`src/rtl/pwm_pkg.sv`:
```
// pwm_pkg: types and constants shared by the PWM capture block and the
// PWM generator.
//   PWM_WIDTH   : default counter / measurement width
//   pwm_state_e : capture FSM states
package pwm_pkg;

  // Default counter width, kept in step with the generator.
  localparam int PWM_WIDTH = 16;

  // Capture FSM states.
  typedef enum logic [1:0] {
    IDLE = 2'd0,
    ARM  = 2'd1,
    HIGH = 2'd2,
    LOW  = 2'd3
  } pwm_state_e;

endpackage

```
`src/rtl/pwm_sync_edge.sv`:
```
// pwm_sync_edge: brings the asynchronous PWM input into the clk domain and
// detects its edges.
//   clk, rst_n : clock, asynchronous active-low reset
//   pwm_in     : asynchronous PWM input
//   s          : synchronized input level
//   rise, fall : single-cycle edge strobes derived from s and s delayed
module pwm_sync_edge #(
  parameter int SYNC_STAGES = 2
) (
  input  logic clk,
  input  logic rst_n,
  input  logic pwm_in,
  output logic s,
  output logic rise,
  output logic fall
);

  logic [SYNC_STAGES-1:0] sync_r;
  logic                   s_d_r;

  // Synchronizer chain plus one delay stage for edge detection.
  always_ff @(posedge clk or negedge rst_n) begin
    if (!rst_n) begin
      sync_r <= {SYNC_STAGES{1'b0}};
      s_d_r  <= 1'b0;
    end else begin
      sync_r <= {sync_r[SYNC_STAGES-2:0], pwm_in};
      s_d_r  <= sync_r[SYNC_STAGES-1];
    end
  end

  assign s    = sync_r[SYNC_STAGES-1];
  assign rise = s & ~s_d_r;
  assign fall = ~s & s_d_r;

endmodule

```
`src/rtl/pwm_capture.sv`:
```
// pwm_capture: measures period and high time of an asynchronous PWM input
// in clk cycles, one result per rise-to-rise interval, and flags a input
// that has stopped toggling.
//   clk, rst_n  : clock, asynchronous active-low reset
//   enable      : capture enable (0 forces IDLE)
//   pwm_in      : asynchronous PWM input
//   period_out  : last measured period
//   duty_out    : last measured high time
//   valid       : one-cycle pulse when period_out/duty_out update
//   stuck       : no qualifying edge for TIMEOUT cycles
//   stuck_level : synchronized input level when stuck was raised
module pwm_capture
  import pwm_pkg::*;
#(
  parameter int WIDTH       = PWM_WIDTH,
  parameter int SYNC_STAGES = 2,
  parameter int TIMEOUT     = 2**WIDTH - 1
) (
  input  logic             clk,
  input  logic             rst_n,
  input  logic             enable,
  input  logic             pwm_in,
  output logic [WIDTH-1:0] period_out,
  output logic [WIDTH-1:0] duty_out,
  output logic             valid,
  output logic             stuck,
  output logic             stuck_level
);

  localparam logic [WIDTH-1:0] CNT_ZERO  = {WIDTH{1'b0}};
  localparam logic [WIDTH-1:0] CNT_ONE   = {{(WIDTH-1){1'b0}}, 1'b1};
  localparam logic [WIDTH-1:0] TIMEOUT_C = WIDTH'(TIMEOUT);

  logic             s_s;
  logic             rise_s;
  logic             fall_s;
  logic             timeout_s;

  pwm_state_e       state_r;
  logic [WIDTH-1:0] cnt_r;
  logic [WIDTH-1:0] hi_cnt_r;
  logic [WIDTH-1:0] period_r;
  logic [WIDTH-1:0] duty_r;
  logic             valid_r;
  logic             stuck_r;
  logic             stuck_level_r;

  pwm_sync_edge #(
    .SYNC_STAGES(SYNC_STAGES)
  ) u_sync_edge (
    .clk    (clk),
    .rst_n  (rst_n),
    .pwm_in (pwm_in),
    .s      (s_s),
    .rise   (rise_s),
    .fall   (fall_s)
  );

  // The counter is checked before incrementing, so it stops at TIMEOUT and
  // can never wrap.
  assign timeout_s = (cnt_r == TIMEOUT_C);

  // Capture FSM, interval counters and output registers.
  always_ff @(posedge clk or negedge rst_n) begin
    if (!rst_n) begin
      state_r       <= IDLE;
      cnt_r         <= CNT_ZERO;
      hi_cnt_r      <= CNT_ZERO;
      period_r      <= CNT_ZERO;
      duty_r        <= CNT_ZERO;
      valid_r       <= 1'b0;
      stuck_r       <= 1'b0;
      stuck_level_r <= 1'b0;
    end else if (!enable) begin
      // Disable overrides everything; measurements hold.
      state_r <= IDLE;
      cnt_r   <= CNT_ZERO;
      valid_r <= 1'b0;
      stuck_r <= 1'b0;
    end else begin
      valid_r <= 1'b0;
      case (state_r)
        IDLE: begin
          state_r <= ARM;
          cnt_r   <= CNT_ZERO;
        end
        ARM: begin
          // The first rise only starts an interval; nothing before it counts.
          if (rise_s) begin
            state_r <= HIGH;
            cnt_r   <= CNT_ONE;
            stuck_r <= 1'b0;
          end else if (timeout_s) begin
            cnt_r         <= CNT_ZERO;
            stuck_r       <= 1'b1;
            stuck_level_r <= s_s;
          end else begin
            cnt_r <= cnt_r + CNT_ONE;
          end
        end
        HIGH: begin
          // A rise cannot be seen here: reaching HIGH needs s=1, and a rise
          // needs a preceding fall, which leaves HIGH first.
          if (fall_s) begin
            state_r  <= LOW;
            hi_cnt_r <= cnt_r;
            cnt_r    <= cnt_r + CNT_ONE;
          end else if (timeout_s) begin
            state_r       <= ARM;
            cnt_r         <= CNT_ZERO;
            stuck_r       <= 1'b1;
            stuck_level_r <= s_s;
          end else begin
            cnt_r <= cnt_r + CNT_ONE;
          end
        end
        LOW: begin
          if (rise_s) begin
            state_r  <= HIGH;
            period_r <= cnt_r;
            duty_r   <= hi_cnt_r;
            valid_r  <= 1'b1;
            cnt_r    <= CNT_ONE;
          end else if (timeout_s) begin
            state_r       <= ARM;
            cnt_r         <= CNT_ZERO;
            stuck_r       <= 1'b1;
            stuck_level_r <= s_s;
          end else begin
            cnt_r <= cnt_r + CNT_ONE;
          end
        end
        default: begin
          state_r <= IDLE;
          cnt_r   <= CNT_ZERO;
        end
      endcase
    end
  end

  assign period_out  = period_r;
  assign duty_out    = duty_r;
  assign valid       = valid_r;
  assign stuck       = stuck_r;
  assign stuck_level = stuck_level_r;

endmodule

```
`config.mk`:
```
export PLATFORM = sky130hd
export DESIGN_NAME = pwm_capture
export DESIGN_NICKNAME = d
export VERILOG_FILES = /design/src/rtl/pwm_pkg.sv /design/src/rtl/pwm_sync_edge.sv /design/src/rtl/pwm_capture.sv
export SDC_FILE = /design/constraint.sdc
export NUM_CORES = 1
export LEC_CHECK = 0
export BUFFER_PORTS_ARGS = -buffer_cell sky130_fd_sc_hd__buf_2
export CAP_MARGIN = 20
export CORE_ASPECT_RATIO = 0.6
export CORE_MARGIN = 2
export CORE_UTILIZATION = 47
export DETAILED_ROUTE_END_ITERATION = 10
export PLACE_DENSITY = 0.67
export SLEW_MARGIN = 20
export SYNTH_ARGS = -nofsm -noshare
export SYNTH_HDL_FRONTEND = slang
export SYNTH_HIERARCHICAL = 1
export SYNTH_SLANG_ARGS = --single-unit
```
`constraint.sdc`:
```
create_clock -name clk -period 3.4 [get_ports clk]
set_clock_uncertainty 0.1 [all_clocks]
set_input_delay 0.51 -clock clk [delete_from_list [all_inputs] [get_ports clk]]
set_output_delay 0.51 -clock clk [all_outputs]
set_load 0.02 [all_outputs]
```
==> results.json, run 1 <==
{
  "status": "complete, no violations",
  "fmax_mhz": 414,
  "async_flop_share": 1.00,
  "portBuffers": 38,
  "postSynthAreaPerCell_um2": 12.8,
  "synth.most_common_cell": "dfrtp_1",
  "placed_cell_area_um2": 3350,
  "drv_cap": 0,
  "synth_cell_types": 33,
  "clock_latency_ns": 0.34,
  "final_nets": 294,
  "min_period_ns": 2.42,
  "hp-class": "in2async",
  "cts_tree": "built",
  "grt_pass1_wl_mm": 9.80,
  "multi_input_area_um2": 1190,
  "ys_top_cells_by_area": "dfrtp_1 59%, mux2_2 15%, xnor2_1 3.4%",
  "reg2reg_from": "cnt_r[0]$_DFF_PN0_",
  "die_area_um2": 7180,
  "final_area_um2": 3510,
  "startpoint": "cnt_r[0]$_DFF_PN0_",
  "p_total_mw": 1.70,
  "regArea_um2": 1800,
  "max-vdd-ir-drop_mv": 0.205,
  "start_util": 0.493,
  "overflow": 0,
  "post_cts_resized": 0,
  "grt_max_degree": 37,
  "setup_ws_ns": 0.984,
  "post-route-drc-count": 0,
  "critPathRequiredTime_ns": 3.50,
  "coreArea_um2": 6190,
  "setup_violations": 0,
  "crit_path_start_kind": "flip-flop",
  "drtIter0Drc": 115,
  "power_density_nw_per_um2": 486,
  "crit_fanout": 15,
  "path_cells": "ha_1 -> nand4_2 -> nor4_4 -> a2bb2oi_2 -> nor2_1",
  "postCtsSetupRepairBufs": 0,
  "cts_hold_buf": 0,
  "synth-edff-count": 0,
  "synth.cell_area_um2": 3060,
  "critPathArrivalTime_ns": 2.51,
  "cp_slowest_cell": "a2bb2oi_2",
  "viasPerCell": 5.25,
  "crit_type": "reg2reg",
  "syn_inst": 238,
  "rsz0062_at_grt": "false",
  "dpl_worst_slack_ns": 0.995,
  "fp.dieW_um": 108,
  "antenna_found_initial": 0,
  "drive_gt1_frac": 0.364,
  "clk_pin_slew_worst_paths_ns": 0.07,
  "numCtsBuffers": 9,
  "via_count": 1943,
  "syn-num-nets": 248,
  "cts_root_buf": "clkbuf_8",
  "firstDrtPassIters": 4,
  "num_antenna_cells": 0,
  "ant_nets": 0,
  "critPathCaptureType": "flip-flop",
  "wl_per_cell_um": 15.2,
  "slew_viol_final": 0,
  "clk_path_buf_depth": 2,
  "fillerInstances": 534,
  "synth_top_area_frac": 0.590,
  "critPathBufInv": 0,
  "critical-path-top-delay-family": "simple AND/OR/NAND/NOR gates",
  "power.leakage_nw": 1.77,
  "place_congestion": 0.799,
  "yosys_warnings": 6,
  "num_rows": 22,
  "synthFlopType": "dfrtp_1",
  "synth_seq_area_share": 0.590,
  "fin_crit_sh": 0.711,
  "cts_max_level": 3,
  "synth_top_area_cell": "dfrtp_1",
  "max_stage_delay_ns": 0.56,
  "ys_ff_latch": 72,
  "die_h_um": 66.5,
  "grt_pass1_vias": 1949,
  "tightestPinTransition_ns": 0.660,
  "relSlewSlack": 0.560,
  "wl_mm": 5.63,
  "synth_common_cells": "72 x dfrtp_1, 42 x mux2_2, 21 x nor2_1",
  "hold_violations": 0,
  "grt_usage": 0.183,
  "syn2layout_area_growth_pct": 14.8,
  "io_pins": 39,
  "dp_hpwl_mm": 3.82,
  "cts_num_sinks": 72,
  "setup_tns_ns": 0
}
report_power, final:
group / internal, mW / leakage [nW] / switching [mW]
Clock: 0.292 / 0.0842 / 0.287
Sequential: 0.877 / 0.997 / 0.0318
Combinational: 0.0819 / 0.692 / 0.134
Total: 1.25 / 1.77 / 0.453
placed cells by master (no fill, tap or decap), types with 4 or more instances in the layout:
cell,Yosys,final
nor4_1,6,6
nor3_1,7,7
buf_2,0,38
xnor2_1,12,12
nand3_1,9,9
buf_4,0,4
clkbuf_8,0,11
mux2_2,42,42
nand2_1,12,12
inv_1,8,8
nor2_1,21,21
ha_1,6,6
o21ai_0,10,10
dfrtp_1,72,72
routing by layer:
metal  vias up  GRT usage  wire length [um]  share of wire
met1       948      0.262              2920           0.52
met2        59      0.254              2230           0.40
met5         -          0                 0              0
met3         9     0.0656               401          0.071
li1        927          -                 -              -
met4         0     0.0673                70          0.012
registers in the layout (all words and copies together) (netlist names):
register	cells
period_out	16
stuck	1
valid	1
u_sync_edge/sync_r	2
cnt_r	16
stuck_level	1
u_sync_edge/s_d_r	1
hi_cnt_r	16
state_r	2
duty_out	16
worst register-to-register path, cell delays in order, from the launching register on:
cell	delay, ns
dfrtp_1	0.48
ha_1	0.27
nand4_2	0.27
nor4_4	0.48
a2bb2oi_2	0.56
nor2_1	0.11
final timing paths:
path	to	slack, ns	depth (start not counted)
min	duty_out[10]$_DFFE_PN0P_	0.09	1
max in group asynchronous	period_out[15]$_DFFE_PN0P_	2.35	2
max	cnt_r[14]$_DFF_PN0_	0.98	5
min reg2reg	u_sync_edge/sync_r[1]$_DFF_PN0_	0.25	0
min in group clk	u_sync_edge/sync_r[0]$_DFF_PN0_	0.17	1
max reg2reg	cnt_r[14]$_DFF_PN0_	0.98	5
metrics by stage:
step                hold WS (ns)  utilization  instances
floorplan                  0.114            -        238
global placement           0.235        0.540        357
detailed placement         0.235        0.540        357
CTS                        0.106        0.566        370
global route               0.139        0.566        370
finish                    0.0919        0.566        370
cell type report:
| cell class | count | area share |
|---|---|---|
| clock buffer | 12 | 0.0442 |
| clock inverter | 1 | 0.00143 |
| inverter | 8 | 0.00856 |
| multi-input combinational | 151 | 0.339 |
| sequential | 72 | 0.514 |
| tap | 84 | 0.0300 |
| timing repair buffer | 42 | 0.0628 |
cell families after synthesis:
logic type	Yosys count	share of synthesized area
buf+inv	15	0.0209
xor+xnor	14	0.0401
mux	43	0.158
flops	72	0.590
compound gates	20	0.0442
fa+ha+maj	6	0.0246
simple gates	68	0.122
Power figures use the tool's default switching activity.
==> inputs of run 2 (changes only) <==
- clock period: 3.4 -> 2.35 ns (I/O delays scaled with it)
==> run 2 against run 1 <==
Global-route usage fell by 0.13 points. Maximum frequency rose by 18%. Clock power rose by 61%. Critical endpoint is now stuck_level$_DFFE_PN0P_. Sequential share of layout area fell by 1.1 points. Die area did not move. Cell area rose by 2.3%. Power rose by 50%. Sequential cell count did not move. Core utilization rose by 1.3 points.
==> results.json, run 2 (synthesized netlist as in run 1, its figures left out) <==
{
  "status": "complete, no violations",
  "fin_crit_sh": 0.872,
  "numCtsBuffers": 9,
  "relSlewSlack": 0.716,
  "dp_hpwl_mm": 3.82,
  "cts_root_buf": "clkbuf_8",
  "drtIter0Drc": 106,
  "crit_path_start_kind": "flip-flop",
  "critPathBufInv": 0,
  "wl_mm": 5.78,
  "p_total_mw": 2.56,
  "portBuffers": 38,
  "grt_pass1_vias": 1931,
  "rsz0062_at_grt": "false",
  "comb_power_share": 0.125,
  "coreArea_um2": 6190,
  "max-vdd-ir-drop_mv": 0.354,
  "antenna_found_initial": 0,
  "regArea_um2": 1800,
  "min_period_ns": 2.05,
  "num_rows": 22,
  "critPathRequiredTime_ns": 2.49,
  "io_pins": 39,
  "seq_power_share": 0.511,
  "slew_viol_final": 0,
  "wl_per_cell_um": 15.3,
  "p_clk_frac": 0.363,
  "cts_tree": "built",
  "grt_pass1_wl_mm": 9.70,
  "cts_num_sinks": 72,
  "critPathArrivalTime_ns": 2.19,
  "tightestPinTransition_ns": 0.423,
  "die_h_um": 66.5,
  "crit_type": "reg2reg",
  "cts_max_level": 3,
  "power_switching_uw": 678,
  "reg2reg_slack_ns": 0.30,
  "drv_cap": 0,
  "via_count": 1969,
  "final_nets": 298,
  "final_common_cell": "dfrtp_1",
  "power.leakage_nw": 1.81,
  "firstDrtPassIters": 4,
  "fillerInstances": 545,
  "post-route-drc-count": 0,
  "overflow": 0,
  "drive_gt1_frac": 0.365,
  "final_cell_mix": "72 x dfrtp_1, 42 x mux2_2, 38 x buf_2",
  "postCtsSetupRepairBufs": 0,
  "clk_pin_slew_worst_paths_ns": 0.07,
  "path_cells": "ha_1 -> nand4_2 -> nor4_4 -> nand4_1 -> mux2_1",
  "clock_latency_ns": 0.35,
  "whs_ns": 0.196,
  "grt_max_degree": 73,
  "clk_path_buf_depth": 2,
  "multi_input_area_um2": 1190,
  "syn2layout_area_growth_pct": 17.4,
  "die_area_um2": 7180,
  "viasPerCell": 5.22,
  "hp-class": "in2reg",
  "intPower_mw": 1.88,
  "start_util": 0.493,
  "grt_usage": 0.182,
  "max_stage_delay_ns": 0.49,
  "ant_nets": 0,
  "fmax_mhz": 488,
  "critical-path-top-delay-family": "simple AND/OR/NAND/NOR gates",
  "setup_tns_ns": 0,
  "num_antenna_cells": 0,
  "place_congestion": 0.800,
  "critPathCaptureType": "flip-flop",
  "final_util": 0.579,
  "hold_violations": 0,
  "power_density_nw_per_um2": 714,
  "crit_fanout": 8,
  "cp_slowest_cell": "dfrtp_1",
  "fp.dieW_um": 108,
  "setup_violations": 0,
  "power_switching_share": 0.265
}
==> run 2: changes by cell type in the layout (fill, tap and decap cells not counted) <==
cell / change
dlygate4sd3_1: +2
clkinv_2: +2
clkbuf_8: -2
bufinv_16: +1
clkbuf_1: +2
buf_12: +2
==> run 2: layout make-up <==
class / count / area share
clock inverters: 4 / 0.0126
repair buffers: 46 / 0.0781
inverters: 8 / 0.00837
flip-flops and latches: 72 / 0.502
multi-input cells: 151 / 0.332
clock buffers: 12 / 0.0377
well taps: 84 / 0.0293
==> run 2: per-layer routing <==
layer | wire length, um | share of wire | GRT usage | up-vias
met4 | 72 | 0.012 | 0.0513 | 0
met2 | 2410 | 0.42 | 0.260 | 56
li1 | - | - | - | 939
met5 | 0 | 0 | 0 | -
met3 | 338 | 0.059 | 0.0656 | 7
met1 | 2960 | 0.51 | 0.260 | 967
==> run 2: worst paths after layout <==
| path | start | depth (start not counted) | to |
|---|---|---|---|
| hold / removal | enable | 3 | stuck$_DFFE_PN0P_ |
| setup / recovery | cnt_r[0]$_DFF_PN0_ | 5 | stuck_level$_DFFE_PN0P_ |
| hold reg to reg | u_sync_edge/sync_r[0]$_DFF_PN0_ | 0 | u_sync_edge/sync_r[1]$_DFF_PN0_ |
| min in group asynchronous | rst_n | 3 | duty_out[11]$_DFFE_PN0P_ |
| max in group asynchronous | rst_n | 3 | period_out[2]$_DFFE_PN0P_ |
| setup reg to reg | cnt_r[0]$_DFF_PN0_ | 5 | stuck_level$_DFFE_PN0P_ |
==> run 2: metrics by stage <==
step           std cells  setup WS [ns]  cell area (um^2)
2_1_floorplan        238          0.322              3060
3_3_place_gp         359          0.373              3390
3_5_place_dp         359          0.297              3390
4_1_cts              377          0.289              3590
5_1_grt              377          0.155              3590
6_report             377          0.300              3590
==> run 2: repair_timing <==
action | in CTS | in global routing
endpoints found under the hold margin | 73 | 0
gates resized for setup | 0 | 0
hold buffers | 2 | 0
==> run 2: power by group through the flow <==
| stage | clock network [mW] | logic, mW | registers, mW |
|---|---|---|---|
| floorplan | 0 | 0.225 | 1.33 |
| global placement | 0 | 0.317 | 1.33 |
| detailed placement | 0 | 0.314 | 1.33 |
| CTS | 0.953 | 0.319 | 1.31 |
| global route | 1.02 | 0.357 | 1.32 |
| finish | 0.930 | 0.321 | 1.31 |
==> run 2: worst reg2reg max path, stage by stage, from the launching register on <==
cell and delay [ns]:
dfrtp_1 0.49, ha_1 0.27, nand4_2 0.17, nor4_4 0.43, nand4_1 0.15, mux2_1 0.33
